<file path="src/rtl/pbit_pkg.sv">
// Shared constants, FSM state type and activation clamp for the p-bit sampler.
package pbit_pkg;

  // Width of the random word delivered by the LFSR generator.
  localparam int unsigned RND_W = 8;

  // Activation is a 9-bit unsigned value in 0..ACT_MAX.
  localparam int unsigned ACT_W   = 9;
  localparam int          ACT_MID = 128;
  localparam int          ACT_MAX = 256;

  // Sample-counting FSM states.
  typedef enum logic [1:0] {
    StIdle = 2'd0,
    StRun  = 2'd1,
    StDone = 2'd2
  } state_e;

  // Saturate a signed biased current into the 0..ACT_MAX activation range.
  function automatic logic [ACT_W-1:0] clamp_act(input logic signed [31:0] x);
    logic [ACT_W-1:0] res;
    if (x < 0) begin
      res = '0;
    end else if (x > ACT_MAX) begin
      res = ACT_W'(ACT_MAX);
    end else begin
      res = x[ACT_W-1:0];
    end
    return res;
  endfunction

endpackage

</file>
<file path="src/rtl/pbit_activation.sv">
// Combinational activation: scale the signed input current by the inverse
// temperature (a left shift), centre it on ACT_MID and saturate to 0..ACT_MAX.
module pbit_activation
  import pbit_pkg::*;
#(
  parameter int unsigned IW         = 8,
  parameter int unsigned BETA_SHIFT = 1
) (
  input  logic signed [IW-1:0]    cur_i,
  output logic        [ACT_W-1:0] act_o
);

  // Two guard bits: one for the shift headroom sign, one for the +ACT_MID bias.
  localparam int unsigned SW = IW + BETA_SHIFT + 2;

  logic signed [SW-1:0] cur_ext;
  logic signed [SW-1:0] cur_shifted;
  logic signed [SW-1:0] cur_biased;
  logic signed [31:0]   cur_biased_ext;

  // Sign-extend, scale, bias and clamp the input current.
  always_comb begin
    cur_ext        = {{(SW - IW){cur_i[IW-1]}}, cur_i};
    cur_shifted    = cur_ext <<< BETA_SHIFT;
    cur_biased     = cur_shifted + SW'(ACT_MID);
    cur_biased_ext = {{(32 - SW){cur_biased[SW-1]}}, cur_biased};
    act_o          = clamp_act(cur_biased_ext);
  end

endmodule

</file>
<file path="src/rtl/pbit_sampler.sv">
// Stochastic p-bit: a two-stage pipeline turns a signed input current and a
// random word into a binary state m, and a small FSM counts how many updates
// came out as 1 over a requested number of samples.
module pbit_sampler
  import pbit_pkg::*;
#(
  parameter int unsigned IW         = 8,
  parameter int unsigned BETA_SHIFT = 1,
  parameter int unsigned NS_W       = 8
) (
  input  logic                 clk,
  input  logic                 reset,
  input  logic [RND_W-1:0]     rnd,
  input  logic                 en,
  input  logic signed [IW-1:0] i_in,
  input  logic                 start,
  input  logic [NS_W-1:0]      n_samples,
  output logic                 m,
  output logic                 m_valid,
  output logic                 busy,
  output logic                 done,
  output logic [NS_W-1:0]      ones_cnt
);

  // ---------------------------------------------------------------------------
  // Activation (stage 1 input)
  // ---------------------------------------------------------------------------
  logic [ACT_W-1:0] act;

  pbit_activation #(
    .IW         (IW),
    .BETA_SHIFT (BETA_SHIFT)
  ) u_activation (
    .cur_i (i_in),
    .act_o (act)
  );

  // ---------------------------------------------------------------------------
  // Pipeline registers
  // ---------------------------------------------------------------------------
  logic [ACT_W-1:0] act_q, act_d;
  logic             v1_q, v1_d;
  logic             m_q, m_d;
  logic             m_valid_q, m_valid_d;

  // Stage 1 captures the activation; stage 2 compares it with the live random word.
  always_comb begin
    act_d     = act_q;
    v1_d      = en;
    m_d       = m_q;
    m_valid_d = v1_q;
    if (en) begin
      act_d = act;
    end
    if (v1_q) begin
      // act = ACT_MAX always wins and act = 0 never does, for any 8-bit rnd.
      m_d = ({1'b0, rnd} < act_q);
    end
  end

  // Pipeline state with synchronous reset.
  always_ff @(posedge clk) begin
    if (reset) begin
      act_q     <= '0;
      v1_q      <= 1'b0;
      m_q       <= 1'b0;
      m_valid_q <= 1'b0;
    end else begin
      act_q     <= act_d;
      v1_q      <= v1_d;
      m_q       <= m_d;
      m_valid_q <= m_valid_d;
    end
  end

  assign m       = m_q;
  assign m_valid = m_valid_q;

  // ---------------------------------------------------------------------------
  // Sample-counting FSM
  // ---------------------------------------------------------------------------
  state_e          state_q, state_d;
  logic [NS_W-1:0] rem_q, rem_d;
  logic [NS_W-1:0] ones_q, ones_d;
  logic            busy_d, done_d;

  // Next-state logic and Moore outputs; only m_valid pulses seen in StRun count.
  always_comb begin
    state_d = state_q;
    rem_d   = rem_q;
    ones_d  = ones_q;
    busy_d  = 1'b0;
    done_d  = 1'b0;
    unique case (state_q)
      StIdle: begin
        if (start) begin
          ones_d = '0;
          if (n_samples != '0) begin
            rem_d   = n_samples;
            state_d = StRun;
          end else begin
            state_d = StDone;
          end
        end
      end
      StRun: begin
        busy_d = 1'b1;
        if (m_valid_q) begin
          ones_d = ones_q + NS_W'(m_q);
          rem_d  = rem_q - NS_W'(1);
          if (rem_q == NS_W'(1)) begin
            state_d = StDone;
          end
        end
      end
      StDone: begin
        done_d  = 1'b1;
        state_d = StIdle;
      end
      default: begin
        state_d = StIdle;
      end
    endcase
  end

  // FSM state, remaining-sample counter and ones accumulator.
  always_ff @(posedge clk) begin
    if (reset) begin
      state_q <= StIdle;
      rem_q   <= '0;
      ones_q  <= '0;
    end else begin
      state_q <= state_d;
      rem_q   <= rem_d;
      ones_q  <= ones_d;
    end
  end

  assign busy     = busy_d;
  assign done     = done_d;
  assign ones_cnt = ones_q;

endmodule

</file>
<file path="config.mk">
export PLATFORM = sky130hd
export DESIGN_NAME = pbit_sampler
export DESIGN_NICKNAME = d
export VERILOG_FILES = /design/src/rtl/pbit_pkg.sv /design/src/rtl/pbit_activation.sv /design/src/rtl/pbit_sampler.sv
export SDC_FILE = /design/constraint.sdc
export NUM_CORES = 1
export LEC_CHECK = 0
export BUFFER_PORTS_ARGS = -buffer_cell sky130_fd_sc_hd__buf_4
export CORE_MARGIN = 3
export CORE_UTILIZATION = 40
export DETAILED_ROUTE_END_ITERATION = 7
export SYNTH_ARGS = -nofsm -noshare
export SYNTH_HDL_FRONTEND = slang
export SYNTH_SLANG_ARGS = --single-unit
</file>
<file path="constraint.sdc">
create_clock -name clk -period 2.8 [get_ports clk]
set_clock_uncertainty 0.1 [all_clocks]
set_input_delay 0.28 -clock clk [delete_from_list [all_inputs] [get_ports clk]]
set_output_delay 0.28 -clock clk [all_outputs]
set_load 0.05 [all_outputs]
</file>
# [Word-level counts from Yosys, hierarchy flattened]
# Cells that the tools add are included.
[op_classes] n_lt_le_gt_ge=3 n_eq_ne=7 n_addsub=3 n_reduce_logical=6 n_mux=16
[op_table] cell="8-bit two-way mux" n=5
[op_table] cell="8-bit one-hot mux with 2 select lines" n=2
[op_table] cell="9-bit two-way mux" n=2
[op_table] cell="9-bit by 9-bit adder with 10-bit output, second input constant" n=1
[op_table] cell="10-bit greater-than comparator, second input constant" n=1
[op_table] cell="10-bit by 1-bit less-than comparator with 1-bit output, second input constant" n=1
[op_table] cell="8-bit by 9-bit less-than comparator with 1-bit output" n=1
[op_table] cell="8-bit by 1-bit adder with 8-bit output" n=1
[op_table] cell="8-bit by 1-bit equality test with 1-bit output, second input constant" n=1
[op_table] cell="2-bit two-way mux" n=4
[op_table] cell="2-bit != test, second input constant" n=4
[op_table] cell="8-bit nonzero test" n=1
[op_table] cell="8-bit by 1-bit subtractor with 8-bit output, second input constant" n=1
[op_table] cell="3-bit AND reduction" n=2
[op_table] cell="2-bit one-hot mux with 2 select lines" n=1
[op_table] cell="4-bit AND reduction" n=1
[op_table] cell="2-bit by 1-bit equality test with 1-bit output, second input constant" n=1
[op_table] cell="2-bit equality test, second input constant" n=1
[op_table] cell="2-bit logical NOT" n=1
[op_table] cell="1-bit two-way mux" n=2
[op_table] cell="2-bit nonzero test" n=1
[word_totals] elab_cells=42 out_inout_bits=12 register_bits=30

# [Longest topological paths before layout]
# Gate-level depths: netlist of run 1.
[depth] word_depth=4 ltp_mapped=6

# [Hierarchy]
# From an unflattened synthesis of run 1, not the netlist that was laid out.
[hier_totals] hier_cells=198 hier_area_um2=1669.1
[modules_own_cells] module="pbit_sampler" cells_each=187 area_each_um2=1591.5 instances=1
[modules_own_cells] module="pbit_activation" cells_each=11 area_each_um2=77.6 instances=1

# [Least setup slack after synthesis of run 1]
# No wires, ideal clock.
[synth_timing] kind="flip-flop to flip-flop" start="reg m_valid_q (netlist: m_valid)" end="reg rem_q[0]" arrival_time_ns=1.602 path_buffers=1 required_ns=2.577 path_slack_ns=0.974 setup_ns=0.123 stages_incl_launch_ff=6 synth_period_minus_slack_ns=1.826 cell_sequence="dfxtp_1 > mux2i_2 > a311o_1 > buf_6 > o21ai_0 > a21oi_1"
[synth_via] elab_chain_len=2
[synth_lines] item="start, declared" line_no="pbit_sampler.sv:44" rtl="logic m_valid_q, m_valid_d;"
[synth_lines] item="start signal, assigned" line_no="pbit_sampler.sv:72" rtl="m_valid_q <= m_valid_d;"
[synth_lines] item="2-bit != test (no line)"
[synth_lines] item="4-bit AND reduction (no line)"
[synth_lines] item="end signal, assigned" line_no="pbit_sampler.sv:134" rtl="rem_q <= rem_d;"
[synth_lines] item="end, declared" line_no="pbit_sampler.sv:83" rtl="logic [NS_W-1:0] rem_q, rem_d;"
# Every way passes these cells.
# A chain may end at the register's enable or synchronous reset.

# [Final worst setup path of run 1]
[layout_timing] start="reg state_q[0]" end="reg rem_q[6]"
[layout_via] elab_chain_len=3 elab_cells_between_ends=8 classes_between="4 x eq/ne; 1 x mux; 3 x reduce/logical"
[layout_lines] item="start, declared" line_no="pbit_sampler.sv:82" rtl="state_e state_q, state_d;"
[layout_lines] item="start signal, assigned" line_no="pbit_sampler.sv:129" rtl="state_q <= StIdle;"
[layout_lines] item="start signal, assigned" line_no="pbit_sampler.sv:133" rtl="state_q <= state_d;"
[layout_lines] item="2-bit by 1-bit equality test with 1-bit output or 2-bit logical NOT (tied branches)" line_no="pbit_sampler.sv:94" rtl="unique case (state_q)"
[layout_lines] item="2-bit != test (no line) or 2-bit nonzero test (tied branches)"
[layout_lines] item="4-bit AND reduction (no line)"
# Several ways; a longest one is shown, not always the timed one.

==> impl_results.md, run 1 <==
- Multi-input logic area: 902 um^2
- Crit share post-route: 0.681
- Slew Limit Fails: 0
- Final setup viols: 0
- Gate Count Post-Synth: 184
- Routing usage on met1: 0.190
- Clock Pin Slew Worst Setup and Hold Paths: 60 ps
- FF-to-FF Start: state_q[0]$_SDFFE_PP0P_
- Status: completed
- Synthesized Nets: 222
- Largest net degree at the start of global routing: 22
- RSZ-0062 raised after global routing: false
- CTS tree: done
- Routability Congestion: 0.849
- Layout Nets: 260
- Initial antenna violation count: 0
- Final instance area: 0.00196 mm^2
- EDFF count, synth: 0
- Post-DP HPWL: 2770 um
- Largest delay share family, worst path: compound AO/OA/AOI/OAI gates
- Worst r2r path cells: 4
- Setup ws final: 892 ps
- Ant diodes: 0
- Worst hold margin: 122 ps
- Grt ovf: 0
- Slowest cell on the critical path: dfxtp_1
- Top_reg_cell synth: dfxtp_1
- Most frequent cell after synthesis: dfxtp_1
- Core footprint: 0.00377 mm^2
- Cells along the critical path: mux2i_2, a311o_1, nor2_1, a32o_1
- Synth Warn #: 0
- Psw: 0.268 mW
- Comb pwr share: 0.191
- Pint: 0.692 mW
- Sequential share of power: 0.472
- Crit path buf inv count: 0
- Final core utilization: 0.519
- Number of detailed-route iterations in the first pass: 4
- DRC Markers: 0
- Cts bufs inserted: 5
- Crit path to: rem_q[6]$_SDFFE_PP0P_
- H-tree Lvls: 2
- Die height: 69.3 um
- Setup CP Type: register to register
- Worst Tran Pin Value: 616 ps
- Post-Synth Adder-Cell Area: 0.0781
- Drt wl/cell: 13.1 um
- Met3 usage: 0.0406
- Synthesis-to-layout area growth: 22.1%
- Final antenna-violating net count: 0
- Routed wire length: 3540 um
- Total power: 0.961 mW
- Vias/cell: 5.31
- Aggregate global-route resource usage: 0.154
- Synth area leaders: dfxtp_1, ha_1, nor2_1, buf_6, a22o_1
- Yosys cell types: 45
- Peak supply drop: 0.301 mV
- First-pass GRT wire length: 6130 um
- Port bufs: 38
- Power Density: 491 mW/mm^2
- Headroom to the max-slew limit: 0.585
- Share of power burned in the clock network: 0.337
- Yosys top cell by area: dfxtp_1
- Critical Path Start Type: register
- Sequential area share after synthesis: 0.362
- Initial core utilization: 0.425
- TNS Setup: 0 ps
- Top Usage Layer GRT: met2
- Flops & latches, synth: 29
- Number of global-route vias before repair: 1,431
- RR Endpoint: rem_q[6]$_SDFFE_PP0P_
- Post-Synth Simple-Gate Area: 0.225
- CP peak stage delay: 510 ps
- Critical Path Fanout Max: 11
- # resized after CTS: 0
- Share of the synthesized area in the top cell type: 0.362
- Maximum Capacitance Violations: 0
- Req. time, crit path: 2870 ps
- Register area: 581 um^2
- WP data arrival: 1980 ps
- Placed Cells incl. Taps: 263
- Worst-skew pair later-pin latency: 280 ps
- Die Span X: 69.3 um
- WP depth: 4
- Hold Fails Final Rpt: 0
- Pre-CTS WS: 761 ps
- Cts hold-fix bufs: 0
- Crit path launch: state_q[0]$_SDFFE_PP0P_
- Area after DPL: 0.00188 mm^2
- Clk root buf: clkbuf_8
- Post-Syn Area: 0.00160 mm^2
- Num rows: 22
- Vias: 1,440
- Met2 usage: 0.251
- Fmax: 524 MHz
- Area fraction in compound gates after synthesis: 0.205
- Clk sinks: 29
- Layout Cells excl Fill: 271
- Die area: 0.00480 mm^2
- XOR/XNOR share of the synthesized area: 0.0328
- Deepest clock path buffer count: 2
- Number of DRC markers in iteration 0: 64
- Critical Path End Type: register
- Fillers: 354
- Main combinational cell family by area after synthesis: simple AND/OR/NAND/NOR gates
- Worst min-delay path class: input port to register
- Commonest cells post-synth: dfxtp_1, nor2_1, inv_1, nand2_1, ha_1
- Fraction of registers with async set/reset: 0
- Fin crit period: 1910 ps
- Post-synthesis mux area share: 0.0219
- Avg Inst Size Synth: 8.71 um^2
- # IOs: 40
- Share of layout cells above drive strength 1: 0.224
- Flop-to-flop setup slack: 890 ps
- Pleak: 0.786 nW
- Setup Fix Bufs, Post-CTS: 0
- Sw Share: 0.279
cell families (layout without fill, tap and decap cells):
kind of cell	after synthesis	count (layout)
fa+ha+maj	10	10
compound gates	46	46
xor+xnor	6	6
buf+inv	20	59
flops	29	29
mux	3	3
simple gates	70	70
registers in the layout (all words and copies together) (netlist names):
name and count:
ones_cnt 8, rem_q 8, m_valid_d 1, m_valid 1, m 1, act_q 8, state_q 2
worst reg2reg max path, delay by kind of cell (launching register included):
kind	cells	cell delay (ps)
multiplexers	1	420
flip-flops	1	510
AO/OA/AOI/OAI	2	670
AND/OR/NAND/NOR	1	100
cell type report:
class                           instances  share of cell area
Clock buffer                            8              0.0409
Inverter                               13              0.0249
Multi-Input combinational cell        135               0.461
Sequential cell                        29               0.297
Tap cell                               48              0.0307
Timing Repair Buffer                   38               0.146
per-layer routing:
metal	part of all wire	up-vias
li1	-	757
met1	0.48	649
met2	0.47	28
met3	0.039	6
met4	0.014	0
met5	0	-
layout by cell type, fill, tap and decap left out, types with 2 or more instances in the layout:
cell	Yosys	routed
or2_2	2	2
a21oi_1	8	8
nand3_1	6	6
clkbuf_1	1	3
a22oi_1	2	2
nand2_1	11	11
nand4_1	4	4
nand2b_1	3	3
a31oi_1	2	2
o32ai_1	2	2
o21ai_0	6	6
nor2_1	19	19
nor4_1	7	7
clkbuf_8	0	5
a22o_1	6	6
a32o_1	2	2
ha_1	10	10
o211ai_1	2	2
dfxtp_1	29	29
xnor2_1	5	5
buf_4	0	38
a21o_1	3	3
nor3_1	6	6
nor2b_1	3	3
and2_1	3	3
inv_1	12	12
a211oi_1	5	5
power by group through the flow:
stage | logic, mW | registers (mW) | clock network, mW
6_report | 0.183 | 0.453 | 0.324
5_1_grt | 0.208 | 0.456 | 0.353
4_1_cts | 0.184 | 0.452 | 0.337
3_5_place_dp | 0.182 | 0.462 | 0
3_3_place_gp | 0.180 | 0.461 | 0
2_1_floorplan | 0.130 | 0.459 | 0
how the worst min path moves through the flow:
stage / end / slack, ps / from / cells after the start
after global placement: m_valid$_SDFF_PP0_ / 370 / m_valid_d$_SDFF_PP0_ / 1
after floorplan: m_valid_d$_SDFF_PP0_ / 260 / reset / 1
after CTS: act_q[5]$_SDFFE_PP0P_ / 110 / i_in[4] / 2
after detailed placement: act_q[5]$_SDFFE_PP0P_ / 370 / act_q[5]$_SDFFE_PP0P_ / 1
after global routing: act_q[1]$_SDFFE_PP0P_ / 120 / i_in[0] / 2
final: act_q[5]$_SDFFE_PP0P_ / 120 / i_in[4] / 2
(Power assumes the default switching activity.)
==> run 2: changes to the inputs <==
==> constraint.sdc (replaced) <==
create_clock -name clk -period 1.8 [get_ports clk]
set_clock_uncertainty 0.1 [all_clocks]
set_input_delay 0.18 -clock clk [delete_from_list [all_inputs] [get_ports clk]]
set_output_delay 0.18 -clock clk [all_outputs]
set_load 0.05 [all_outputs]
==> run 2 against run 1 <==
  * Clock power up 57%
  * Hold slack lost 98 ps
  * First-iteration DRC count is 34% higher
  * Clock-buffer cell count unchanged
  * Final cell count grew 3.0%
  * Global-route usage rose by 0.20 points
  * Setup slack lost 710 ps
  * Sequential share of layout area decreased by 0.80 points
  * Die area unchanged
  * Total power grew 59%
  * Core utilization up 1.7 points
  * Flip-flop and latch count stayed put
  * Critical endpoint unchanged
==> impl_results.md, run 2 (synthesis results as in run 1) <==
- Ant diodes: 0 (unchanged)
- Worst-skew pair later-pin latency: 270 ps (about the same)
- Req. time, crit path: 1860 ps (-1010 ps)
- TNS Setup: 0 ps (unchanged)
- Power Density: 755 mW/mm^2 (+54%)
- Die area: 0.00480 mm^2 (unchanged)
- Clk sinks: 29 (unchanged)
- Peak supply drop: 0.409 mV (+36%)
- Sw Share: 0.282 (+0.00261)
- Critical Path End Type: register
- Vias/cell: 5.35 (+0.71%)
- Deepest clock path buffer count: 2 (unchanged)
- Pleak: 0.826 nW (+5.1%)
- Share of power burned in the clock network: 0.333 (-0.004)
- Drt wl/cell: 13.6 um (+3.9%)
- Routability Congestion: 0.900 (+6.0%)
- Setup CP Type: register to register
- Cts bufs inserted: 5 (unchanged)
- Fmax: 620 MHz (+18%)
- Placed Cells incl. Taps: 271 (+3.0%)
- Initial antenna violation count: 0 (unchanged)
- Pint: 1.09 mW (+58%)
- Comb pwr share: 0.205 (+0.014)
- Fillers: 342 (-3.4%)
- Die Span X: 69.3 um (unchanged)
- Slowest cell on the critical path: dfxtp_1
- Final setup viols: 0 (unchanged)
- Port bufs: 38 (unchanged)
- Number of global-route vias before repair: 1,378 (-3.7%)
- Critical Path Fanout Max: 6 (-5)
- # IOs: 40 (unchanged)
- Psw: 0.430 mW (+60%)
- Maximum Capacitance Violations: 0 (unchanged)
- Worst min-delay path class: input port to register
- Grt ovf: 0 (unchanged)
- CP peak stage delay: 360 ps (-150 ps)
- Hold Fails Final Rpt: 0 (unchanged)
- Slew Limit Fails: 0 (unchanged)
- Crit share post-route: 0.897 (+0.215)
- Cells along the critical path: inv_1, ha_1, nand2_1, or3_1, a32o_1
- Layout Nets: 268 (+3.1%)
- Num rows: 22 (unchanged)
- Synthesis-to-layout area growth: 26.0%
- Most common cell after layout, fill and taps aside: buf_4
- Aggregate global-route resource usage: 0.156 (+0.00202)
- Post-DP HPWL: 2960 um (+6.9%)
- Number of detailed-route iterations in the first pass: 4 (unchanged)
- Initial core utilization: 0.425 (unchanged)
- Sequential share of power: 0.462 (-0.010)
- Worst r2r path cells: 5 (+1)
- Largest net degree at the start of global routing: 22 (unchanged)
- Critical Path Start Type: register
- First-pass GRT wire length: 6200 um (+1.2%)
- Vias: 1,493 (+3.7%)
- Setup ws final: 186 ps (-706 ps)
- Clk root buf: clkbuf_8
- Share of layout cells above drive strength 1: 0.260 (+0.0355)
- H-tree Lvls: 2 (unchanged)
- RSZ-0062 raised after global routing: false
- Worst Tran Pin Value: 543 ps (-73.4 ps)
- Clock Pin Slew Worst Setup and Hold Paths: 60 ps (about the same)
- DRC Markers: 0 (unchanged)
- Status: completed
- Fin crit period: 1610 ps (-294 ps)
- Layout Cells excl Fill: 279 (+3.0%)
- Die height: 69.3 um (unchanged)
- Flop-to-flop setup slack: 190 ps (-710 ps)
- Core footprint: 0.00377 mm^2 (unchanged)
- Most frequent cells in the layout: buf_4, dfxtp_1, nor2_1
- CTS tree: done
- WP data arrival: 1680 ps (-300 ps)
- Hold depth: 2 (unchanged)
- Final antenna-violating net count: 0 (unchanged)
- Pre-CTS WS: 128 ps (-633 ps)
- Number of DRC markers in iteration 0: 86 (+34%)
- Routed wire length: 3790 um (+6.9%)
- Headroom to the max-slew limit: 0.635 (+0.0494)
- Total power: 1.52 mW (+59%)
==> run 2: power by group through the flow <==
stage	clock [mW]	combinational [mW]	sequential [mW]
4_1_cts	0.521	0.311	0.704
6_report	0.508	0.312	0.704
2_1_floorplan	0	0.202	0.714
3_3_place_gp	0	0.300	0.717
5_1_grt	0.549	0.345	0.709
3_5_place_dp	0	0.309	0.718
==> run 2: area by class of cell <==
class / instances / area [um^2] / share of cell area
repair buffers: 46 / 345 / 0.171
flip-flops and latches: 29 / 583 / 0.289
inverters: 13 / 48.8 / 0.0242
clock buffers: 8 / 80.1 / 0.0397
well taps: 48 / 60.1 / 0.0297
multi-input cells: 135 / 902 / 0.447
==> run 2: layer usage <==
layer  share of wire  wire length, um  GRT usage
met3           0.043              164     0.0420
met5               0                0          0
met1            0.48             1810      0.204
met4          0.0095               36     0.0521
met2            0.47             1780      0.249
==> run 2: worst paths after layout <==
path | startpoint | endpoint
hold / removal | i_in[1] | act_q[2]$_SDFFE_PP0P_
setup reg to reg | rem_q[0]$_SDFFE_PP0P_ | rem_q[6]$_SDFFE_PP0P_
setup / recovery | rem_q[0]$_SDFFE_PP0P_ | rem_q[6]$_SDFFE_PP0P_
hold reg to reg | m_valid_d$_SDFF_PP0_ | m_valid$_SDFF_PP0_
==> run 2: per-stage QoR <==
step / utilization / hold slack (ps) / area, um^2
2_1_floorplan: - / 160 / 1600
3_3_place_gp: 0.514 / 299 / 1940
3_5_place_dp: 0.514 / 302 / 1940
4_1_cts: 0.535 / 14.9 / 2020
5_1_grt: 0.536 / 22.1 / 2020
6_report: 0.536 / 24.7 / 2020
==> run 2: repair_timing <==
item | CTS | global route
endpoints found under the setup margin | 0 | 1
resized for setup | 0 | 1
hold buffers | 0 | 0
setup buffers | 0 | 0
==> run 2: worst max-delay path: cells and delay by family (launching register included) <==
kind / cells / cell delay [ps]
and+or+nand+nor: 2 / 440
DFF: 1 / 360
adders and majority gates: 1 / 250
AOI/OAI and AO/OA: 1 / 250
buffers and inverters: 1 / 100
